===== config.mk =====
export PLATFORM = sky130hd
export DESIGN_NAME = hc595_chain_driver_flat
export DESIGN_NICKNAME = d
export VERILOG_FILES = /design/src/rtl/hc595_chain_driver_if.sv /design/src/rtl/hc595_chain_driver.sv /design/src/flat_wrapper.sv
export SDC_FILE = /design/constraint.sdc
export NUM_CORES = 1
export LEC_CHECK = 0
export BUFFER_PORTS_ARGS = -buffer_cell sky130_fd_sc_hd__buf_2
export CAP_MARGIN = 20
export CORE_ASPECT_RATIO = 1.1
export CORE_MARGIN = 2
export CORE_UTILIZATION = 62
export CTS_BUF_LIST = sky130_fd_sc_hd__clkbuf_16
export DETAILED_ROUTE_END_ITERATION = 8
export MAX_ROUTING_LAYER = met4
export PLACE_DENSITY = 0.84
export SYNTH_ARGS = -nofsm -noshare
export SYNTH_HDL_FRONTEND = slang
export SYNTH_SLANG_ARGS = --single-unit

===== constraint.sdc =====
create_clock -name clk -period 3.7 [get_ports clk]
set_input_delay 0.74 -clock clk [delete_from_list [all_inputs] [get_ports clk]]
set_output_delay 0.74 -clock clk [all_outputs]
set_load 0.05 [all_outputs]

===== src/rtl/hc595_chain_driver_if.sv =====
// Bundle of the user-side handshake and the 595 pin signals for hc595_chain_driver.
// The master side is the display/LED logic; the slave side is the chain driver.
interface hc595_chain_driver_if #(
   parameter int NBITS = 16
);
   logic [NBITS-1:0] data;
   logic             start;
   logic             auto_en;
   logic             busy;
   logic             done;
   logic             SH_CP;
   logic             ST_CP;
   logic             DS;

   modport master (
      output data, start, auto_en,
      input  busy, done, SH_CP, ST_CP, DS
   );

   modport slave (
      input  data, start, auto_en,
      output busy, done, SH_CP, ST_CP, DS
   );
endinterface


===== src/rtl/hc595_chain_driver.sv =====
// Serial driver for a daisy chain of NUM_CHIPS 74HC595 shift registers.
// Shifts an NBITS word out on DS/SH_CP, then pulses ST_CP to latch it.
// Offers a start/busy/done handshake, a one-deep pending update buffer
// (latest request wins) and an auto-refresh mode that retransmits data
// whenever the driver would otherwise go idle.
module hc595_chain_driver #(
   parameter int NUM_CHIPS = 2,
   parameter int CLK_DIV   = 4,
   parameter int MSB_FIRST = 1
) (
   input logic                 clk,
   input logic                 rst_n,
   hc595_chain_driver_if.slave bus
);

   localparam int NBITS = 8 * NUM_CHIPS;
   localparam int BW    = (NBITS > 1) ? $clog2(NBITS) : 1;
   localparam int DW    = $clog2(CLK_DIV) + 1;

   localparam logic [DW-1:0] DIV_LAST = DW'(CLK_DIV - 1);
   localparam logic [BW-1:0] BIT_LAST = BW'(NBITS - 1);

   typedef enum logic [1:0] {
      IDLE  = 2'd0,
      SHIFT = 2'd1,
      LATCH = 2'd2
   } state_t;

   state_t           state_reg;
   // Remaining bits of the word in flight, already in transmit order. The
   // first bit goes straight to DS on load, so only NBITS-1 bits are kept.
   logic [NBITS-2:0] shadow_reg;
   // Pending update, stored already in transmit order.
   logic [NBITS-1:0] pend_buf_reg;
   logic             pending_reg;
   logic [DW-1:0]    div_cnt_reg;
   logic [BW-1:0]    bit_cnt_reg;
   logic             sh_cp_reg;
   logic             st_cp_reg;
   logic             ds_reg;
   logic             busy_reg;
   logic             done_reg;

   // Input word rearranged so that bit NBITS-1 is always the first one shifted.
   logic [NBITS-1:0] ord_data;

   genvar gi;
   generate
      for (gi = 0; gi < NBITS; gi++) begin : g_order
         if (MSB_FIRST != 0) begin : g_msb
            assign ord_data[gi] = bus.data[gi];
         end else begin : g_lsb
            assign ord_data[gi] = bus.data[NBITS-1-gi];
         end
      end
   endgenerate

   logic             div_wrap;
   logic             do_load;
   logic [NBITS-1:0] load_word;

   // Decide when a new transfer begins and which word it carries. A start
   // arriving on the LATCH exit cycle is newer than the buffer, so it wins.
   always_comb begin
      div_wrap  = (div_cnt_reg == DIV_LAST);
      do_load   = 1'b0;
      load_word = ord_data;
      case (state_reg)
         IDLE: begin
            do_load = bus.start | bus.auto_en;
         end
         LATCH: begin
            do_load = div_wrap & (pending_reg | bus.start | bus.auto_en);
            if (pending_reg && !bus.start) begin
               load_word = pend_buf_reg;
            end
         end
         default: begin
            do_load = 1'b0;
         end
      endcase
   end

   // Transfer FSM: shift clock generation, bit sequencing, latch pulse and handshake.
   always_ff @(posedge clk) begin
      if (!rst_n) begin
         state_reg    <= IDLE;
         shadow_reg   <= '0;
         pend_buf_reg <= '0;
         pending_reg  <= 1'b0;
         div_cnt_reg  <= '0;
         bit_cnt_reg  <= '0;
         sh_cp_reg    <= 1'b0;
         st_cp_reg    <= 1'b0;
         ds_reg       <= 1'b0;
         busy_reg     <= 1'b0;
         done_reg     <= 1'b0;
      end else begin
         done_reg <= 1'b0;

         // Requests while busy go to the one-deep buffer; a newer one overwrites it.
         if (state_reg != IDLE && bus.start) begin
            pend_buf_reg <= ord_data;
            pending_reg  <= 1'b1;
         end

         case (state_reg)
            IDLE: begin
               div_cnt_reg <= '0;
            end

            SHIFT: begin
               if (div_wrap) begin
                  div_cnt_reg <= '0;
                  if (!sh_cp_reg) begin
                     // End of low phase: the 595 samples DS on this rising edge.
                     sh_cp_reg <= 1'b1;
                  end else begin
                     // End of high phase: DS only moves with the falling edge.
                     sh_cp_reg <= 1'b0;
                     if (bit_cnt_reg == BIT_LAST) begin
                        st_cp_reg <= 1'b1;
                        state_reg <= LATCH;
                     end else begin
                        bit_cnt_reg <= bit_cnt_reg + BW'(1);
                        ds_reg      <= shadow_reg[NBITS-2];
                        shadow_reg  <= {shadow_reg[NBITS-3:0], 1'b0};
                     end
                  end
               end else begin
                  div_cnt_reg <= div_cnt_reg + DW'(1);
               end
            end

            LATCH: begin
               if (div_wrap) begin
                  div_cnt_reg <= '0;
                  st_cp_reg   <= 1'b0;
                  done_reg    <= 1'b1;
                  if (!do_load) begin
                     busy_reg  <= 1'b0;
                     state_reg <= IDLE;
                  end
               end else begin
                  div_cnt_reg <= div_cnt_reg + DW'(1);
               end
            end

            default: begin
               state_reg <= IDLE;
            end
         endcase

         // Common setup for every new transfer, from IDLE or straight out of LATCH.
         // The buffer is consumed by this load whether it or a fresh start supplied it.
         if (do_load) begin
            ds_reg      <= load_word[NBITS-1];
            shadow_reg  <= load_word[NBITS-2:0];
            sh_cp_reg   <= 1'b0;
            div_cnt_reg <= '0;
            bit_cnt_reg <= '0;
            busy_reg    <= 1'b1;
            state_reg   <= SHIFT;
            if (state_reg == LATCH) begin
               pending_reg <= 1'b0;
            end
         end
      end
   end

   assign bus.SH_CP = sh_cp_reg;
   assign bus.ST_CP = st_cp_reg;
   assign bus.DS    = ds_reg;
   assign bus.busy  = busy_reg;
   assign bus.done  = done_reg;

endmodule


===== src/flat_wrapper.sv =====
// flat-port wrapper written by rule: the top's interface ports become plain ports
module hc595_chain_driver_flat 
#(
   parameter int NUM_CHIPS = 2,
   parameter int CLK_DIV   = 4,
   parameter int MSB_FIRST = 1
)
  (clk, rst_n, bus_data, bus_start, bus_auto_en, bus_busy, bus_done, bus_SH_CP, bus_ST_CP, bus_DS);
  hc595_chain_driver_if #(.NBITS(16)) bus_i ();
  input logic clk;
  input logic rst_n;
  input wire logic [$bits(bus_i.data)-1:0] bus_data;
  input wire logic [$bits(bus_i.start)-1:0] bus_start;
  input wire logic [$bits(bus_i.auto_en)-1:0] bus_auto_en;
  output wire logic [$bits(bus_i.busy)-1:0] bus_busy;
  output wire logic [$bits(bus_i.done)-1:0] bus_done;
  output wire logic [$bits(bus_i.SH_CP)-1:0] bus_SH_CP;
  output wire logic [$bits(bus_i.ST_CP)-1:0] bus_ST_CP;
  output wire logic [$bits(bus_i.DS)-1:0] bus_DS;
  assign bus_i.data = bus_data;
  assign bus_i.start = bus_start;
  assign bus_i.auto_en = bus_auto_en;
  assign bus_busy = bus_i.busy;
  assign bus_done = bus_i.done;
  assign bus_SH_CP = bus_i.SH_CP;
  assign bus_ST_CP = bus_i.ST_CP;
  assign bus_DS = bus_i.DS;
  hc595_chain_driver #(.NUM_CHIPS(NUM_CHIPS), .CLK_DIV(CLK_DIV), .MSB_FIRST(MSB_FIRST)) u_core (.clk(clk), .rst_n(rst_n), .bus(bus_i));
endmodule

==> results of run 1 <==
-- metal layers --
metal / global-route usage / vias to the layer above / part of all wire
met2: 0.422 / 29 / 0.50
met5: - / - / 0
met3: 0.0575 / 4 / 0.041
li1: - / 912 / -
met1: 0.269 / 827 / 0.45
met4: 0.0585 / 0 / 0.0097
-- power groups by stage --
stage / sequential (mW) / clock, mW / combinational [mW]
floorplan: 0.568 / 0 / 0.152
global placement: 0.562 / 0 / 0.190
detailed placement: 0.563 / 0 / 0.195
CTS: 0.553 / 0.428 / 0.196
global route: 0.557 / 0.442 / 0.218
finish: 0.553 / 0.419 / 0.195
-- worst max-delay path: stages, from the launching register on --
cell      delay, ns
dfxtp_1        0.37
inv_1          0.12
ha_1           0.37
nand3b_4       0.14
a21o_1         0.40
a211oi_4       0.68
a32o_1         0.26
-- stage by stage --
stage                     instances  hold WS (ns)
after floorplan                 252         0.433
final                           320         0.452
after global routing            320         0.484
after CTS                       320         0.455
after global placement          312         0.440
after detailed placement        312         0.447
-- final cells by class --
class / instances / area [um^2] / share of cell area
repair buffers: 26 / 135 / 0.0542
inverters: 7 / 26.3 / 0.0105
well taps: 50 / 62.6 / 0.0251
clock buffers: 5 / 125 / 0.0502
clock inverters: 3 / 12.5 / 0.00502
flip-flops and latches: 46 / 921 / 0.369
multi-input cells: 183 / 1210 / 0.486
-- synthesized netlist by cell type (3+ instances only) --
cell type,instances,area share
clkbuf_1,6,0.0099
nor2_1,9,0.015
buf_6,5,0.025
o21ai_0,4,0.0088
mux2i_1,16,0.071
nor2b_1,3,0.0083
nand3_1,4,0.0088
or2b_2,12,0.046
ha_1,7,0.039
dfxtp_1,46,0.41
a32o_1,15,0.066
a21oi_1,24,0.053
inv_1,7,0.012
buf_2,3,0.0066
nand2_1,55,0.091
-- path summary, 6_finish.rpt --
check,startpoint,endpoint,depth (start not counted)
hold / removal,u_core.pend_buf_reg[1],u_core.pend_buf_reg[1],2
setup reg to reg,u_core.state_reg[0],u_core.shadow_reg[12],6
hold reg to reg,u_core.pend_buf_reg[1],u_core.pend_buf_reg[1],2
setup / recovery,u_core.state_reg[0],u_core.shadow_reg[12],6
-- cell families (layout without fill, tap and decap cells) --
| kind of cell | count (synthesis) | in the layout | share of synthesized area |
|---|---|---|---|
| and+or+nand+nor | 98 | 98 | 0.224 |
| AOI/OAI and AO/OA | 57 | 57 | 0.181 |
| DFF | 46 | 46 | 0.407 |
| buffers and inverters | 23 | 41 | 0.0580 |
| muxes | 17 | 17 | 0.0757 |
| adders and majority gates | 7 | 7 | 0.0387 |
| xor gates and xnor gates | 4 | 4 | 0.0155 |
==> reports/results.txt, run 1 <==
crit path time final: 2.41 ns
root buffer cell: clkbuf_16
final global-route overflow total: 0
Longest Clk Path Bufs: 2
total power: 1.17 mW
reg2reg setup slack: 1.29 ns
Worst slew margin: 0.485
Post-synth EDFFs: 0
IO buf count: 24
Avg WL per Cell: 13.5 um
Hold Buf Count CTS: 0
largest net degree at the start of global routing: 23
Post-synth ARST share: 0
most common cell after layout, fill and taps aside: nand2_1
Syn Nets: 279
hpwl dp: 2.96 mm
antenna violations before repair: 0
final slew viol count: 0
Num CTS Buffers: 5
CP Class: reg2reg
Nets: 296
most frequent cells in the layout: nand2_1 (55), dfxtp_1 (46), a21oi_1 (24), buf_2 (24), mux2i_1 (16)
Sw Share: 0.261
max_cap viols: 0
worst skew pair latency: 0.28 ns
leakage power total: 1.15 nW
unrepaired setup endpoints after global routing: no
First-pass DRT Iterations: 4
Netlist cell types: 42
final setup skew: 0.00474 ns
worst-margin pin slew: 0.773 ns
critical path endpoint category: flip-flop
DP Area: 2360 um^2
layout cells sized above 1: 0.193
Post-Syn Instances: 252
vias in the first global route: 1,708
wire length of the first global-routing pass: 7.27 mm
post-layout util: 0.699
sequential share of power: 0.474
Ys Warns: 0
final setup margin: 1.29 ns
worst IR drop on VDD: 0.000372 V
Residual DRC: 0
status: completed
max reg flops: 16
DR vias: 1,772
Die Ht: 67.4 um
Yosys reg bits: 46
Initial Util: 0.635
Fmax: 414 MHz
final setup violation count: 0
Clk pin slew, worst setup/hold paths: 0.06 ns
Max Fanout on Critical Path: 20
routed wire length: 4.33 mm
initial drt markers: 82
DRT antenna net count: 0
crit share post-route: 0.652
switching pwr: 0.304 mW
Setup WS pre-CTS: 1.34 ns
Hold Crit Class: reg2reg
htree depth: 2
clock share of power: 0.359
Post-Syn Area: 2260 um^2
ys flop type: dfxtp_1
I/O Pins: 25
Die Width: 61.6 um
routability cong.: 0.849
area delta synth->final: 10.2%
Layout fillers: 322
Via density: 5.54
worst endpoint required time: 3.92 ns
setup total negative slack: 0 ns
post_cts resized: 0
PD cells: 468 nW/um^2
post-route cell area: 2490 um^2
Comb pwr share: 0.167
antenna fix cells: 0
Post-CTS Setup Inserts: 0
number of cell rows: 23
WP data arrival: 2.64 ns
area of the core: 3570 um^2
GRT Overall Usage: 0.240
internal power: 0.862 mW
Final Hold Viols: 0
clk sink count: 46
Mean Syn Cell Area: 8.99 um^2
Worst setup SP type: flip-flop
Seq/Total Area, Yosys: 0.407
CTS tree: yes
Die ar.: 4150 um^2
Note: power is estimated with default switching activity, not from simulation.
==> inputs of run 2 (changes only) <==
Settings changed: CORE_UTILIZATION 62 to 58, PLACE_DENSITY 0.84 to 0.79.
Clock period 3.7 ns to 2.4 ns, I/O delays scaled along.
==> run 2 against run 1 <==
- clock power is 56% higher
- combinational power up 61%
- highest routed layer unchanged
- non-clock buffer count increased by 7
- maximum frequency up 10%
- hold slack worse by 0.012 ns
- cell area increased by 2.1%
- total power grew 56%
- routed wire length rose by 4.7%
- register-to-register slack got worse by 1.1 ns
- die area is 6.5% higher
- first-iteration DRC count fell by 13%
==> reports/results.txt, run 2 (synthesized netlist as in run 1, its figures left out) <==
status: completed
initial drt markers: 71
Die ar.: 4420 um^2
Via density: 5.50
routability cong.: 0.857
Top Layer Used: met4
PD cells: 714 nW/um^2
final global-route overflow total: 0
First-pass DRT Iterations: 4
largest net degree at the start of global routing: 21
critical path endpoint category: flip-flop
worst endpoint required time: 2.59 ns
Die Ht: 69.5 um
met3 wire length: 205 um
met2 wire length: 2.23 mm
Worst R2R Path Depth: 6
Max stage delay cell, worst path: a21o_1
DP Area: 2390 um^2
post-route cell area: 2550 um^2
met1 wire length: 2.01 mm
CP Class: reg2reg
wire length of the first global-routing pass: 7.73 mm
crit share post-route: 0.912
antenna fix cells: 0
area delta synth->final: 12.5%
final setup violation count: 0
htree depth: 2
final setup skew: 0.00411 ns
Post-CTS Setup Inserts: 0
area of the core: 3680 um^2
hold path start: bus_data[5]
vias in the first global route: 1,776
critical path's largest stage delay: 0.50 ns
worst-margin pin slew: 0.611 ns
layout cells sized above 1: 0.213
IO buf count: 24
DRT antenna net count: 0
Worst path top cell family by delay: compound AO/OA/AOI/OAI gates
Nets: 303
Fmax: 457 MHz
Max Fanout on Critical Path: 20
root buffer cell: clkbuf_16
WP buf/inv: 1
max_cap viols: 0
routed wire length: 4.54 mm
capture point of the worst reg-to-reg path: u_core.state_reg[1]
final slew viol count: 0
Worst slew margin: 0.591
Longest Clk Path Bufs: 2
Final Hold Viols: 0
Initial Util: 0.615
post-layout util: 0.692
Num CTS Buffers: 5
worst r2r src: u_core.state_reg[0]
most common cell after layout, fill and taps aside: nand2_1
CTS tree: yes
leakage power total: 1.18 nW
Hold Buf Count CTS: 0
crit path time final: 2.19 ns
DR vias: 1,800
most frequent cells in the layout: nand2_1 (55), dfxtp_1 (46), a21oi_1 (24), buf_2 (24), mux2i_1 (16)
depth of the worst hold-timing path: 3
Residual DRC: 0
Hold Crit Class: in2reg
setup total negative slack: 0 ns
number of cell rows: 23
Hold Crit Endpoint: u_core.pend_buf_reg[5]
clk sink count: 46
reg2reg setup slack: 0.21 ns
Clk pin slew, worst setup/hold paths: 0.06 ns
antenna violations before repair: 0
I/O Pins: 25
Die Width: 63.6 um
Worst setup SP type: flip-flop
WP data arrival: 2.38 ns
GRT Overall Usage: 0.229
worst skew pair latency: 0.29 ns
Avg WL per Cell: 13.9 um
Critical Path Start: u_core.state_reg[0]
worst IR drop on VDD: 0.000423 V
hpwl dp: 3.19 mm
unrepaired setup endpoints after global routing: no
max reg flops: 16
post_cts resized: 0
CP Cell Sequence: inv_1 > ha_1 > o21ai_2 > a21o_1 > nand2_1 > a211oi_1
-- run 2: cell count changes in the layout (fill, tap and decap cells not counted) --
cell | before | now
buf_4 | 2 | 9
-- run 2: worst max-delay path by stage --
stage                                       end  slack [ns]  cells after the start
final                       u_core.state_reg[1]        0.21                      6
after global routing        u_core.state_reg[1]        0.05                      6
after CTS                 u_core.shadow_reg[11]        0.15                      6
after detailed placement  u_core.shadow_reg[11]        0.17                      6
after global placement     u_core.shadow_reg[9]        0.24                      6
after floorplan            u_core.shadow_reg[4]        0.42                      9
-- run 2: per-layer routing --
metal | GRT usage | vias to the layer above
li1 | - | 921
met1 | 0.255 | 832
met2 | 0.387 | 38
met3 | 0.0601 | 9
met4 | 0.0966 | 0
met5 | - | -
-- run 2: report_power, final --
group	internal [mW]	switching (mW)
logic	0.144	0.170
clock network	0.376	0.276
registers	0.821	0.0323
total	1.34	0.478
-- run 2: layout make-up --
cell class	instances	area (um^2)
clock buffers	5	125
clock inverters	3	12.5
fillers	321	1140
inverters	7	26.3
multi-input cells	183	1210
flip-flops and latches	46	921
well taps	50	62.6
repair buffers	33	188
-- run 2: per-stage QoR --
stage	hold slack (ns)	instances	setup WS (ns)	power [mW]
2_1_floorplan	0.433	252	0.420	1.11
3_3_place_gp	0.441	317	0.243	1.17
3_5_place_dp	0.446	317	0.170	1.18
4_1_cts	0.435	325	0.152	1.83
5_1_grt	0.451	327	0.0520	1.90
6_report	0.440	327	0.212	1.82
-- run 2: tightest hold or removal path, stage by stage --
cell and delay (ns):
buf_2 0.10, nand2_1 0.05, a21oi_1 0.05
